`src/rtl/msu_data_fifo_if.sv`:
```
`default_nettype none
// ============================================================================
// Module   : msu_data_fifo_if
// Brief    : Fetch request/acknowledge bus between the MSU data engine and
//            HPS-backed memory.
// Revision : 1.0
// ============================================================================
interface msu_data_fifo_if #(
    parameter int ADDR_W = 32
);
    logic              mem_req;
    logic [ADDR_W-1:0] mem_addr;
    logic              mem_ack;
    logic [7:0]        mem_data;

    modport master (
        output mem_req,
        output mem_addr,
        input  mem_ack,
        input  mem_data
    );

    modport slave (
        input  mem_req,
        input  mem_addr,
        output mem_ack,
        output mem_data
    );
endinterface
`default_nettype wire

```
`src/rtl/msu_data_fifo.sv`:
```
`default_nettype none
// ============================================================================
// Module   : msu_data_fifo
// Brief    : MSU-1 data port: seek decode, prefetch FIFO, zero-wait $2001 reads.
// Revision : 1.0
// ============================================================================
module msu_data_fifo #(
    parameter int          ADDR_W      = 32,
    parameter int          DEPTH_LOG2  = 4,
    parameter int          PRIME_LEVEL = 4,
    parameter logic [15:0] BASE        = 16'h2000
) (
    input  wire                CLK,
    input  wire                RST_N,
    input  wire                ENABLE,
    input  wire                RD_N,
    input  wire                WR_N,
    input  wire         [23:0] ADDR,
    input  wire          [7:0] DIN,
    output logic         [7:0] DOUT,
    output logic               data_busy,
    output logic               underrun,
    output logic  [ADDR_W-1:0] data_addr,
    msu_data_fifo_if.master    mem
);

    localparam int                  c_DEPTH = 1 << DEPTH_LOG2;
    localparam logic [DEPTH_LOG2:0] c_PRIME = (DEPTH_LOG2 + 1)'(PRIME_LEVEL);
    localparam logic [15:0]         c_OFF0  = BASE;
    localparam logic [15:0]         c_OFF1  = BASE + 16'd1;
    localparam logic [15:0]         c_OFF2  = BASE + 16'd2;
    localparam logic [15:0]         c_OFF3  = BASE + 16'd3;

    typedef enum logic [0:0] {
        S_IDLE = 1'b0,
        S_REQ  = 1'b1
    } state_t;

    state_t                r_state;
    state_t                w_state_next;

    logic                  r_rd_n_1;
    logic                  r_wr_n_1;
    logic [23:0]           r_seek;
    logic [ADDR_W-1:0]     r_fetch_addr;
    logic [ADDR_W-1:0]     r_mem_addr;
    logic                  r_stale;
    logic [7:0]            r_mem [c_DEPTH];
    logic [DEPTH_LOG2-1:0] r_wr_ptr;
    logic [DEPTH_LOG2-1:0] r_rd_ptr;
    logic [DEPTH_LOG2:0]   r_count;

    logic                  w_sel;
    logic                  w_wr_fall;
    logic                  w_rd_fall;
    logic                  w_rd_rise;
    logic                  w_wr_reg;
    logic                  w_seek;
    logic                  w_rd_port;
    logic                  w_avail;
    logic                  w_ack;
    logic                  w_push;
    logic                  w_pop;
    logic                  w_start;
    logic [DEPTH_LOG2:0]   w_count_inc;
    logic [ADDR_W-1:0]     w_seek_addr;

    // Banks $00-$3F and $80-$BF mirror the B-bus register window.
    assign w_sel       = ENABLE & ((ADDR[23:16] <= 8'h3F) |
                                   ((ADDR[23:16] >= 8'h80) & (ADDR[23:16] <= 8'hBF)));
    assign w_wr_fall   = r_wr_n_1 & ~WR_N;
    assign w_rd_fall   = r_rd_n_1 & ~RD_N;
    assign w_rd_rise   = ~r_rd_n_1 & RD_N;
    assign w_wr_reg    = w_sel & w_wr_fall;
    assign w_seek      = w_wr_reg & (ADDR[15:0] == c_OFF3);
    assign w_rd_port   = w_sel & (ADDR[15:0] == c_OFF1);
    assign w_avail     = (r_count != '0) & ~data_busy;
    assign w_ack       = (r_state == S_REQ) & mem.mem_ack;
    // An ack coinciding with a seek belongs to the old file position.
    assign w_push      = w_ack & ~r_stale & ~w_seek;
    assign w_pop       = w_rd_port & w_rd_rise & w_avail;
    assign w_count_inc = r_count + 1'b1;
    assign w_seek_addr = ADDR_W'({DIN, r_seek});
    assign w_start     = (r_state == S_IDLE) & (w_state_next == S_REQ);

    assign mem.mem_req  = (r_state == S_REQ);
    assign mem.mem_addr = r_mem_addr;

    always_comb begin
        w_state_next = r_state;
        case (r_state)
            S_IDLE: begin
                // Holding off on the seek edge lets the new address take effect first.
                if (!r_count[DEPTH_LOG2] && !r_stale && !w_seek) begin
                    w_state_next = S_REQ;
                end
            end
            S_REQ: begin
                if (mem.mem_ack) begin
                    w_state_next = S_IDLE;
                end
            end
            default: w_state_next = S_IDLE;
        endcase
    end

    always_ff @(posedge CLK or negedge RST_N) begin
        if (!RST_N) begin
            r_state <= S_IDLE;
        end else begin
            r_state <= w_state_next;
        end
    end

    always_ff @(posedge CLK or negedge RST_N) begin
        if (!RST_N) begin
            r_rd_n_1     <= 1'b1;
            r_wr_n_1     <= 1'b1;
            r_seek       <= '0;
            r_fetch_addr <= '0;
            r_mem_addr   <= '0;
            r_stale      <= 1'b0;
            r_wr_ptr     <= '0;
            r_rd_ptr     <= '0;
            r_count      <= '0;
            DOUT         <= 8'h00;
            data_busy    <= 1'b0;
            underrun     <= 1'b0;
            data_addr    <= '0;
        end else begin
            r_rd_n_1 <= RD_N;
            r_wr_n_1 <= WR_N;
            underrun <= 1'b0;

            if (w_wr_reg) begin
                if (ADDR[15:0] == c_OFF0) r_seek[7:0]   <= DIN;
                if (ADDR[15:0] == c_OFF1) r_seek[15:8]  <= DIN;
                if (ADDR[15:0] == c_OFF2) r_seek[23:16] <= DIN;
            end

            if (w_rd_port && w_rd_fall) begin
                if (w_avail) begin
                    DOUT <= r_mem[r_rd_ptr];
                end else begin
                    DOUT     <= 8'h00;
                    underrun <= 1'b1;
                end
            end

            if (w_start) begin
                r_mem_addr <= r_fetch_addr;
            end

            if (w_seek) begin
                r_fetch_addr <= w_seek_addr;
                data_addr    <= w_seek_addr;
                r_wr_ptr     <= '0;
                r_rd_ptr     <= '0;
                r_count      <= '0;
                data_busy    <= 1'b1;
                r_stale      <= (r_state == S_REQ) & ~mem.mem_ack;
            end else begin
                if (w_ack) begin
                    r_stale <= 1'b0;
                end
                if (w_push) begin
                    r_wr_ptr     <= r_wr_ptr + 1'b1;
                    r_fetch_addr <= r_fetch_addr + 1'b1;
                    // Wrapping past the end of the address space also primes.
                    if ((w_count_inc == c_PRIME) || (&r_fetch_addr)) begin
                        data_busy <= 1'b0;
                    end
                end
                if (w_pop) begin
                    r_rd_ptr  <= r_rd_ptr + 1'b1;
                    data_addr <= data_addr + 1'b1;
                end
                case ({w_push, w_pop})
                    2'b10:   r_count <= w_count_inc;
                    2'b01:   r_count <= r_count - 1'b1;
                    default: r_count <= r_count;
                endcase
            end
        end
    end

    always_ff @(posedge CLK) begin
        if (w_push) begin
            r_mem[r_wr_ptr] <= mem.mem_data;
        end
    end

endmodule
`default_nettype wire

```
`src/flat_wrapper.sv`:
```
// flat-port wrapper written by rule: the top's interface ports become plain ports
module msu_data_fifo_flat 
#(
    parameter int          ADDR_W      = 32,
    parameter int          DEPTH_LOG2  = 4,
    parameter int          PRIME_LEVEL = 4,
    parameter logic [15:0] BASE        = 16'h2000
)
  (CLK, RST_N, ENABLE, RD_N, WR_N, ADDR, DIN, DOUT, data_busy, underrun, data_addr, mem_mem_req, mem_mem_addr, mem_mem_ack, mem_mem_data);
  msu_data_fifo_if #(.ADDR_W(ADDR_W)) mem_i ();
  input  wire CLK;
  input  wire RST_N;
  input  wire ENABLE;
  input  wire RD_N;
  input  wire WR_N;
  input  wire         [23:0] ADDR;
  input  wire          [7:0] DIN;
  output logic         [7:0] DOUT;
  output logic data_busy;
  output logic underrun;
  output logic  [ADDR_W-1:0] data_addr;
  output wire logic [$bits(mem_i.mem_req)-1:0] mem_mem_req;
  output wire logic [$bits(mem_i.mem_addr)-1:0] mem_mem_addr;
  input wire logic [$bits(mem_i.mem_ack)-1:0] mem_mem_ack;
  input wire logic [$bits(mem_i.mem_data)-1:0] mem_mem_data;
  assign mem_mem_req = mem_i.mem_req;
  assign mem_mem_addr = mem_i.mem_addr;
  assign mem_i.mem_ack = mem_mem_ack;
  assign mem_i.mem_data = mem_mem_data;
  msu_data_fifo #(.ADDR_W(ADDR_W), .DEPTH_LOG2(DEPTH_LOG2), .PRIME_LEVEL(PRIME_LEVEL), .BASE(BASE)) u_core (.CLK(CLK), .RST_N(RST_N), .ENABLE(ENABLE), .RD_N(RD_N), .WR_N(WR_N), .ADDR(ADDR), .DIN(DIN), .DOUT(DOUT), .data_busy(data_busy), .underrun(underrun), .data_addr(data_addr), .mem(mem_i));
endmodule
```
`config.mk`:
```
export PLATFORM = sky130hd
export DESIGN_NAME = msu_data_fifo_flat
export DESIGN_NICKNAME = d
export VERILOG_FILES = /design/src/rtl/msu_data_fifo_if.sv /design/src/rtl/msu_data_fifo.sv /design/src/flat_wrapper.sv
export SDC_FILE = /design/constraint.sdc
export NUM_CORES = 1
export LEC_CHECK = 0
export CAP_MARGIN = 10
export CORE_MARGIN = 4
export CORE_UTILIZATION = 55
export CTS_CLUSTER_SIZE = 16
export DETAILED_ROUTE_END_ITERATION = 10
export GPL_ROUTABILITY_DRIVEN = 0
export GPL_TIMING_DRIVEN = 0
export HOLD_SLACK_MARGIN = 0.05
export PLACE_DENSITY = 0.77
export SYNTH_ARGS = -nofsm -noshare
export SYNTH_HDL_FRONTEND = slang
export SYNTH_SLANG_ARGS = --single-unit
```
`constraint.sdc`:
```
create_clock -name CLK -period 3.1 [get_ports CLK]
set_input_delay 0.62 -clock CLK [delete_from_list [all_inputs] [get_ports CLK]]
set_output_delay 0.62 -clock CLK [all_outputs]
set_load 0.01 [all_outputs]
```
==> run summary, run 1 <==
H-tree levels - 1
antenna fix cells - 0
Max-cap violations - 0
Synth area leader - edfxtp_1
Vias/cell - 6.08
Worst EP arrival - 3.51 ns
Synth Instances - 896
post-layout min period - 3.04 ns
fraction of registers with async set/reset - 53.5%
Ports - 121
Final nets - 1,102
Starting Density - 56.7%
Critical-path top delay cell - clkdlybuf4s50_1
drt drc - 0
via count - 8,163
Routed WL - 30,500 um
Top delay family on crit path - simple AND/OR/NAND/NOR gates
number of synthesized flops with an enable pin - 128
min-delay worst type - input pin to async pin
Die Y-Extent - 156 um
end of the worst register-to-register path - u_core.r_count[3]
PortBufs - 113
die area - 0.0244 mm2
largest net degree at the start of global routing - 88
vias in the first global route - 8,361
Area Overhead vs Synth - 21.1%
Final Skew - 0.0164 ns
Worst Hold Margin - 0.0345 ns
fmax - 329 MHz
Detailed Place HPWL - 21,200 um
CP Launch Type - input pin
Die X - 156 um
FILL cells - 1,508
flop2flop setup slack - 0.16 ns
Final Slew Violations - 0
Clock Path Buffers - 3
Remaining Overflow, GRT - 0
critical path required time - 3.57 ns
top cells by area, synth - edfxtp_1 32%, dfrtp_1 30%, mux2_2 4.9%
DRT Pass-1 Iters - 7
Worst VDD drop - 0.464 mV
kind of critical path - input pin to register
CP Launch Point - RD_N
Synth Net Count - 952
Cell Area, Synth - 0.0121 mm2
Worst path max stage delay - 0.55 ns
status - finished, final reports clean
post-route antenna net violation count - 0
ys flop type - dfrtp_1
Crit Reg-Reg Startpoint - u_core.r_count[0]
RSZ-0062 raised after global routing - yes
critical path endpoint category - register
Cell variety after synth - 66
PwrDens - 603 mW/mm2
FF+latch count, synth - 275
CP cell instances - clkdlybuf4s50_1, or2b_1, a2111o_1, or2_2, clkinv_2, buf_4, ha_2, nor4b_2, a31oi_1, or3_1, a21oi_1
Setup TNS Final - 0 ns
Yosys top cell area share - 31.9%
Ys Warns - 0
most frequent cells in the layout - 145 x dfrtp_1, 128 x edfxtp_1, 112 x clkdlybuf4s50_1
Final Hold Viols - 0
CTS buffer count - 28
Worst Reg2Reg Path Length in Cells - 11
Worst Path Buf+Inv - 3
Leak - 5.69 nW
Post-Place Cells - 1,289
first-pass GRT wire length - 47,500 um
row cnt - 53
CTS tree - done
share of layout cells above drive strength 1 - 17.1%
clock slew at reported path FFs - 0.06 ns
Syn Area/Cell - 13.5 um2
GRT Total Usage - 25.2%
Seq/Total Area, Yosys - 62.4%
core box area - 0.0213 mm2
initial antenna violation count - 0
commonest non-fill, non-tap cell in the layout - dfrtp_1
Relative slew margins - 38.2%
DRT iter0 DRCs - 750
CTS root buf - clkbuf_16
Slew @ Worst Pin - 0.921 ns
fin crit share - 98.1%
Routed WL per cell - 22.7 um
critical path fanouts, max - 10
final cell count without fillers - 1,343
Setup Viol. Count Final - 0
CTS sink cnt - 275
clock network latency to the later pin of the worst-skew pair - 0.55 ns
-- Yosys cell counts, types with 3 or more instances --
library cell / count
mux2_2: 53
a21oi_1: 44
a221oi_1: 9
mux2i_1: 22
or3_1: 4
nand4_1: 26
buf_2: 9
a211oi_1: 4
nand2_1: 67
o21ai_0: 38
nor2_1: 58
dfrtp_1: 145
a22oi_1: 4
and2_1: 12
nor3_1: 15
xor2_1: 31
mux4_2: 23
o211ai_1: 8
and3_1: 13
nor2b_1: 3
clkbuf_1: 18
a31oi_1: 5
buf_4: 5
nor4_4: 3
nor3_2: 4
edfxtp_1: 128
a22o_1: 9
inv_1: 17
nand3_1: 25
nor4_1: 11
xnor2_1: 24
buf_6: 3
ha_1: 10
-- logic make-up after synthesis --
| kind of cell | Yosys count | share of synthesized area (%) |
|---|---|---|
| simple gates | 267 | 12.3 |
| xor+xnor | 55 | 3.99 |
| mux | 98 | 11.1 |
| buf+inv | 59 | 2.50 |
| compound gates | 132 | 6.71 |
| fa+ha+maj | 10 | 1.04 |
| flops | 275 | 62.4 |
-- worst register-to-register path, cell delays in order, from the launching register on --
cell	delay (ns)
dfrtp_1	0.45
inv_1	0.07
ha_1	0.25
a2111o_1	0.39
or2_2	0.31
clkinv_2	0.15
buf_4	0.23
ha_2	0.26
nor4b_2	0.21
a31oi_1	0.08
or3_1	0.32
a21oi_1	0.14
-- routing by layer --
| metal | up-vias | track usage (%) | share of wire [%] |
|---|---|---|---|
| met1 | 4119 | 32.6 | 40 |
| met4 | 0 | 7.98 | 3.3 |
| met3 | 69 | 4.36 | 6.3 |
| met5 | - | 0 | 0 |
| li1 | 3640 | - | - |
| met2 | 335 | 43.8 | 51 |
-- sequential cells by signal, summed over array words and instances (netlist names) --
register	cells
u_core.r_mem	128
u_core.data_addr	32
u_core.mem.mem_addr	32
u_core.r_fetch_addr	32
u_core.r_seek	24
u_core.DOUT	8
u_core.r_count	5
u_core.r_rd_ptr	4
u_core.r_wr_ptr	4
u_core.data_busy	1
u_core.mem.mem_req	1
u_core.r_rd_n_1	1
u_core.r_stale	1
u_core.r_wr_n_1	1
u_core.underrun	1
-- stage by stage --
step	utilization [%]	power (W)	instance area (um2)	setup WS [ns]
after floorplan	-	0.00497	12100	0.234
after detailed placement	64.0	0.00547	13600	-0.651
after CTS	68.5	0.00885	14600	0.0408
after global routing	68.6	0.00915	14600	-0.0472
after global placement	63.6	0.00540	13500	-4.67
final	68.6	0.00881	14600	0.0591
-- final cells by class --
class	count	area [um2]	share of cell area [%]
inverter	19	72.6	0.497
clock inverter	9	97.6	0.668
tap	275	344	2.35
buffer	40	230	1.58
timing repair buffer	120	1200	8.23
multi-input combinational	562	4280	29.3
clock buffer	43	857	5.87
sequential	275	7520	51.5
-- report_power, final --
| group | switching, W | internal [W] |
|---|---|---|
| Combinational | 0.000655 | 0.000499 |
| Clock | 0.00140 | 0.00199 |
| Sequential | 0.000169 | 0.00409 |
-- how the worst max path moves through the flow --
stage | end | cells after the start
after global placement | u_core.mem.mem_addr[17] | 1
after CTS | u_core.r_count[3] | 11
final | u_core.r_count[3] | 11
after global routing | u_core.r_count[3] | 11
after detailed placement | u_core.r_count[3] | 11
after floorplan | u_core.r_count[3] | 10
-- repair_timing --
| action | CTS | global route |
|---|---|---|
| setup buffers | 0 | 0 |
| endpoints found under the setup margin | 1 | 9 |
| hold buffers | 0 | 0 |
| gates resized for setup | 3 | 2 |
Note: power is estimated with default switching activity, not from simulation.
==> inputs of run 2 (changes only) <==
Settings changed: CORE_UTILIZATION 55 to 57, PLACE_DENSITY 0.77 to 0.8.
==> run summary, run 2 (same netlist as run 1, synthesis figures left out) <==
Ports - 121 (unchanged)
Area Overhead vs Synth - 20.5% (was 21.1%)
critical path required time - 3.24 ns (was 3.57 ns)
share of layout cells above drive strength 1 - 16.8% (was 17.1%)
Worst Hold Margin - 0.0624 ns (was 0.0345 ns)
Worst EP arrival - 3.12 ns (was 3.51 ns)
Util after Layout - 70.9% (was 68.6%)
Worst VDD drop - 0.535 mV (was 0.464 mV)
Vias/cell - 6.30 (was 6.08)
Die Y-Extent - 153 um (was 156 um)
Crit Reg-Reg Startpoint - u_core.r_count[0] (unchanged)
Final Slew Violations - 0 (unchanged)
drt drc - 0 (unchanged)
Final Skew - 0.0110 ns (was 0.0164 ns)
post-layout min period - 2.98 ns (was 3.04 ns)
most frequent cells in the layout - 145 x dfrtp_1, 128 x edfxtp_1, 110 x clkdlybuf4s50_1 (was 145 x dfrtp_1, 128 x edfxtp_1, 112 x clkdlybuf4s50_1)
CTS buffer count - 27 (was 28)
initial antenna violation count - 0 (unchanged)
Finished Cell Area - 0.0145 mm2 (was 0.0146 mm2)
CP cell instances - clkdlybuf4s50_1, nand2b_1, buf_2, or3_1, clkbuf_1, clkbuf_8, nand4_1, nor2_1 (was clkdlybuf4s50_1, or2b_1, a2111o_1, or2_2, clkinv_2, buf_4, ha_2, nor4b_2, a31oi_1, or3_1, a21oi_1)
Relative slew margins - 33.0% (was 38.2%)
DRT iter0 DRCs - 731 (was 750)
Slew @ Worst Pin - 1.00 ns (was 0.921 ns)
CTS root buf - clkbuf_16 (unchanged)
first-pass GRT wire length - 49,000 um (was 47,500 um)
RSZ-0062 raised after global routing - no (was yes)
Final Hold Viols - 0 (unchanged)
CTS sink cnt - 275 (unchanged)
clock network latency to the later pin of the worst-skew pair - 0.52 ns (was 0.55 ns)
Leak - 5.67 nW (was 5.69 nW)
row cnt - 52 (was 53)
fmax - 336 MHz (was 329 MHz)
largest net degree at the start of global routing - 90 (was 88)
Area after DPL - 0.0136 mm2 (about the same)
kind of critical path - input pin to register (unchanged)
critical path endpoint category - register (unchanged)
Critical-path top delay cell - nor2_1 (was clkdlybuf4s50_1)
CP Launch Type - input pin (unchanged)
postcts setup bufs - 0 (unchanged)
DRT Pass-1 Iters - 5 (was 7)
PortBufs - 113 (unchanged)
die area - 0.0236 mm2 (was 0.0244 mm2)
Worst path max stage delay - 0.84 ns (was 0.55 ns)
post-route antenna net violation count - 0 (unchanged)
core box area - 0.0205 mm2 (was 0.0213 mm2)
status - finished, final reports clean (unchanged)
Worst Reg2Reg Path Length in Cells - 11 (unchanged)
vias in the first global route - 8,712 (was 8,361)
Routed WL per cell - 23.7 um (was 22.7 um)
Routed WL - 31,600 um (was 30,500 um)
Remaining Overflow, GRT - 0 (unchanged)
Clock Path Buffers - 3 (unchanged)
min-delay worst type - input pin to async pin (unchanged)
clock slew at reported path FFs - 0.06 ns (about the same)
flop2flop setup slack - 0.23 ns (was 0.16 ns)
Worst Path Buf+Inv - 4 (was 3)
Setup Viol. Count Final - 0 (unchanged)
Die X - 153 um (was 156 um)
GRT Total Usage - 26.5% (was 25.2%)
critical path fanouts, max - 10 (unchanged)
antenna fix cells - 0 (unchanged)
Max-cap violations - 0 (unchanged)
Most flops, register - u_core.r_mem (unchanged)
FILL cells - 1,376 (was 1,508)
Final nets - 1,101 (was 1,102)
commonest non-fill, non-tap cell in the layout - dfrtp_1 (unchanged)
end of the worst register-to-register path - u_core.r_count[3] (unchanged)
CTS tree - done (unchanged)
# hold bufs at CTS - 0 (unchanged)
fin crit share - 96.1% (was 98.1%)
Detailed Place HPWL - 21,300 um (was 21,200 um)
H-tree levels - 1 (unchanged)
Largest register FFs - 128 (unchanged)
Starting Density - 58.9% (was 56.7%)
via count - 8,412 (was 8,163)
Top delay family on crit path - simple AND/OR/NAND/NOR gates (unchanged)
PwrDens - 596 mW/mm2 (was 603 mW/mm2)
run 2: changes by cell type in the layout (fill, tap and decap cells not counted), moves of 2 or more:
cell             change
clkbuf_8             -7
buf_4                -2
clkdlybuf4s50_1      -2
clkinv_1             +2
clkinv_2             +2
dlymetal6s2s_1       +2
run 2: how the worst max path moves through the flow:
stage	from	to	slack (ns)	cells past startpoint
global placement	RST_N	u_core.mem.mem_addr[19]	-4.60	1
floorplan	ADDR[10]	u_core.r_count[3]	0.23	10
CTS	ADDR[1]	u_core.r_count[3]	0.004	11
detailed placement	ADDR[1]	u_core.r_count[3]	-0.65	11
finish	WR_N	u_core.r_mem[15][1]	0.12	8
global route	RD_N	u_core.r_count[3]	0.007	11
run 2: layout make-up:
type | count | area [um2] | area share, %
Sequential cell | 275 | 7520 | 51.8
Multi-Input combinational cell | 562 | 4300 | 29.6
Timing Repair Buffer | 120 | 1210 | 8.31
Clock buffer | 34 | 732 | 5.04
Tap cell | 270 | 338 | 2.32
Buffer | 40 | 234 | 1.61
Clock inverter | 15 | 129 | 0.887
Inverter | 19 | 72.6 | 0.499
run 2: per-stage QoR:
step / setup slack (ns) / TNS [ns] / power (W) / instances
final: 0.121 / 0 / 0.00866 / 1335
after floorplan: 0.234 / 0 / 0.00497 / 896
after global routing: 0.00729 / 0 / 0.00899 / 1335
after global placement: -4.60 / -727.70 / 0.00539 / 1279
after detailed placement: -0.649 / -45.28 / 0.00547 / 1284
after CTS: 0.00449 / 0 / 0.00865 / 1333
run 2: power by group:
| part | switching [W] | internal (W) | leakage [nW] |
|---|---|---|---|
| registers | 0.000182 | 0.00409 | 3.14 |
| logic | 0.000668 | 0.000504 | 2.10 |
| clock network | 0.00138 | 0.00183 | 0.418 |
| total | 0.00223 | 0.00643 | 5.67 |
run 2: per-layer routing:
metal | wire, um | global-route usage (%)
met5 | 0 | 0
met1 | 12100 | 34.8
met2 | 15800 | 44.8
met3 | 2470 | 4.50
met4 | 1240 | 9.63
run 2: repair_timing:
item	CTS	global route
gates resized for setup	5	6
pin swaps	0	2
setup endpoints to repair	9	1
==> inputs of run 3 (changes only) <==
Settings changed: CORE_MARGIN 4 to 2, PLACE_DENSITY 0.8 to unset, PLACE_DENSITY_LB_ADDON set to 0.15.
==> run summary, run 3 (same netlist as run 1, synthesis figures left out) <==
P_sw - 0.00223 W (about the same)
initial antenna violation count - 0 (unchanged)
kind of critical path - input pin to register (unchanged)
GRT Total Usage - 27.4% (was 26.5%)
end of the worst register-to-register path - u_core.r_count[3] (unchanged)
status - finished, final reports clean (unchanged)
Top delay family on crit path - simple AND/OR/NAND/NOR gates (unchanged)
Slew @ Worst Pin - 0.894 ns (was 1.00 ns)
DRT Pass-1 Iters - 5 (unchanged)
Worst path depth - 11 (was 8)
Int Power - 0.00678 W (was 0.00643 W)
post-layout min period - 2.90 ns (was 2.98 ns)
post-route antenna net violation count - 0 (unchanged)
CTS tree - done (unchanged)
Starting Density - 57.7% (was 58.9%)
share of layout cells above drive strength 1 - 17.1% (was 16.8%)
commonest non-fill, non-tap cell in the layout - dfrtp_1 (unchanged)
Final Skew - 0.0100 ns (was 0.0110 ns)
Worst path max stage delay - 0.49 ns (was 0.84 ns)
Crit Reg-Reg Startpoint - u_core.r_count[0] (unchanged)
most frequent cells in the layout - 145 x dfrtp_1, 128 x edfxtp_1, 112 x clkdlybuf4s50_1 (was 145 x dfrtp_1, 128 x edfxtp_1, 110 x clkdlybuf4s50_1)
CTS sink cnt - 275 (unchanged)
fmax - 344 MHz (was 336 MHz)
Logic pwr share - 13.1% (was 13.5%)
Clk network pwr share - 39.5% (was 37.1%)
sequential power share - 47.5% (was 49.4%)
critical path fanouts, max - 10 (unchanged)
DRT iter0 DRCs - 506 (was 731)
min-delay worst type - register to register (was input pin to async pin)
clock network latency to the later pin of the worst-skew pair - 0.54 ns (was 0.52 ns)
PortBufs - 113 (unchanged)
row cnt - 53 (was 52)
RSZ-0062 raised after global routing - no (unchanged)
via count - 8,145 (was 8,412)
Die Y-Extent - 149 um (was 153 um)
critical path required time - 3.57 ns (was 3.24 ns)
Setup Viol. Count Final - 0 (unchanged)
Most flops, register - u_core.r_mem (unchanged)
largest net degree at the start of global routing - 98 (was 90)
Critical-path top delay cell - clkdlybuf4s50_1 (was nor2_1)
Remaining Overflow, GRT - 0 (unchanged)
switching share of power - 24.7% (was 25.7%)
hold path start - u_core.mem.mem_addr[28]
Final nets - 1,102 (was 1,101)
CP cell instances - clkdlybuf4s50_1, or2b_1, a2111o_1, or2_2, clkinv_2, buf_4, ha_4, nor4b_4, a31oi_1, or3_1, a21oi_1 (was clkdlybuf4s50_1, nand2b_1, buf_2, or3_1, clkbuf_1, clkbuf_8, nand4_1, nor2_1)
flop2flop setup slack - 0.23 ns (about the same)
CTS buffer count - 28 (was 27)
CP Launch Type - input pin (unchanged)
Largest register FFs - 128 (unchanged)
CTS root buf - clkbuf_16 (unchanged)
Worst Path Buf+Inv - 3 (was 4)
Routed WL per cell - 22.2 um (was 23.7 um)
antenna fix cells - 0 (unchanged)
vias in the first global route - 8,287 (was 8,712)
Routed WL - 29,700 um (was 31,600 um)
core box area - 0.0209 mm2 (was 0.0205 mm2)
H-tree levels - 1 (unchanged)
clock slew at reported path FFs - 0.06 ns (about the same)
PwrDens - 614 mW/mm2 (was 596 mW/mm2)
Util after Layout - 70.2% (was 70.9%)
Vias/cell - 6.07 (was 6.30)
Area Overhead vs Synth - 21.6% (was 20.5%)
Final Hold Viols - 0 (unchanged)
Relative slew margins - 40.2% (was 33.0%)
first-pass GRT wire length - 46,300 um (was 49,000 um)
Ports - 121 (unchanged)
Detailed Place HPWL - 20,400 um (was 21,300 um)
Clock Path Buffers - 3 (unchanged)
worst hold path stage count - 2
drt drc - 0 (unchanged)
Max-cap violations - 0 (unchanged)
Worst Hold Margin - 0.478 ns (was 0.0624 ns)
worst hold endpoint - u_core.mem.mem_addr[28]
critical path endpoint category - register (unchanged)
Leak - 5.72 nW (was 5.67 nW)
die area - 0.0223 mm2 (was 0.0236 mm2)
Die X - 149 um (was 153 um)
Final Slew Violations - 0 (unchanged)
Worst EP arrival - 3.37 ns (was 3.12 ns)
fin crit share - 93.7% (was 96.1%)
Worst VDD drop - 0.457 mV (was 0.535 mV)
Worst Reg2Reg Path Length in Cells - 11 (unchanged)
## run 3: changes by cell type in the layout (fill, tap and decap cells not counted), moves of 2 or more
cell / change
clkbuf_8: +3
clkinv_1: -3
bufinv_16: +2
clkbuf_1: +2
clkbuf_16: +2
clkdlybuf4s50_1: +2
clkinvlp_4: -2
dlymetal6s2s_1: -2
## run 3: metal layers
layer  vias to the layer above  global-route usage, %  share of wire (%)  wire [um]
li1                       3650                      -                  -          -
met1                      4126                   34.1                 39      11600
met2                       288                   48.6                 52      15400
met3                        81                   3.26                5.1       1510
met4                         0                   11.9                4.2       1260
met5                         -                      0                  0          0
## run 3: worst max-delay path by stage
stage | from | end | slack, ns
after floorplan | ADDR[10] | u_core.r_count[3] | 0.23
after global placement | RST_N | u_core.mem.mem_addr[18] | -4.76
after detailed placement | ADDR[6] | u_core.r_count[3] | -0.66
after CTS | WR_N | u_core.r_mem[9][3] | -0.007
after global routing | RD_N | u_core.r_count[3] | 0.06
final | RD_N | u_core.r_count[3] | 0.20
## run 3: worst register-to-register path, delay by kind of cell (launching register included)
kind / cells / cell delay (ns)
simple gates: 3 / 0.82
flops: 1 / 0.48
compound gates: 3 / 0.59
buf+inv: 3 / 0.46
fa+ha+maj: 2 / 0.45
## run 3: what timing repair did
action | 4_1_cts | 5_1_grt
hold endpoints to repair | 4 | 0
hold buffers | 1 | 0
setup buffers | 0 | 0
endpoints found under the setup margin | 1 | 9
pin swaps | 0 | 1
resized for setup | 3 | 5
## run 3: power by group through the flow
stage                     combinational (W)  clock, W  sequential (W)
after detailed placement            0.00114         0         0.00433
after CTS                           0.00116   0.00358         0.00426
after global routing                0.00129   0.00374         0.00431
after floorplan                    0.000664         0         0.00431
final                               0.00118   0.00355         0.00427
after global placement              0.00108         0         0.00433
## run 3: area by class of cell
cell class	count	area [um2]
sequential	275	7520
inverter	19	72.6
clock inverter	10	153
clock buffer	41	831
tap	275	344
timing repair buffer	120	1210
fill	1489	6210
multi-input combinational	562	4310
buffer	40	230
## run 3: metrics by stage
stage	worst slack (ns)	TNS, ns	total power [W]	instances	cell area, um2
final	0.195	0	0.00901	1342	14700
after global routing	0.0621	0	0.00934	1342	14700
after CTS	-0.00725	-0.0225	0.00901	1341	14600
after detailed placement	-0.662	-31.09	0.00547	1289	13600
after global placement	-4.76	-742.14	0.00541	1284	13500
after floorplan	0.234	0	0.00497	896	12100
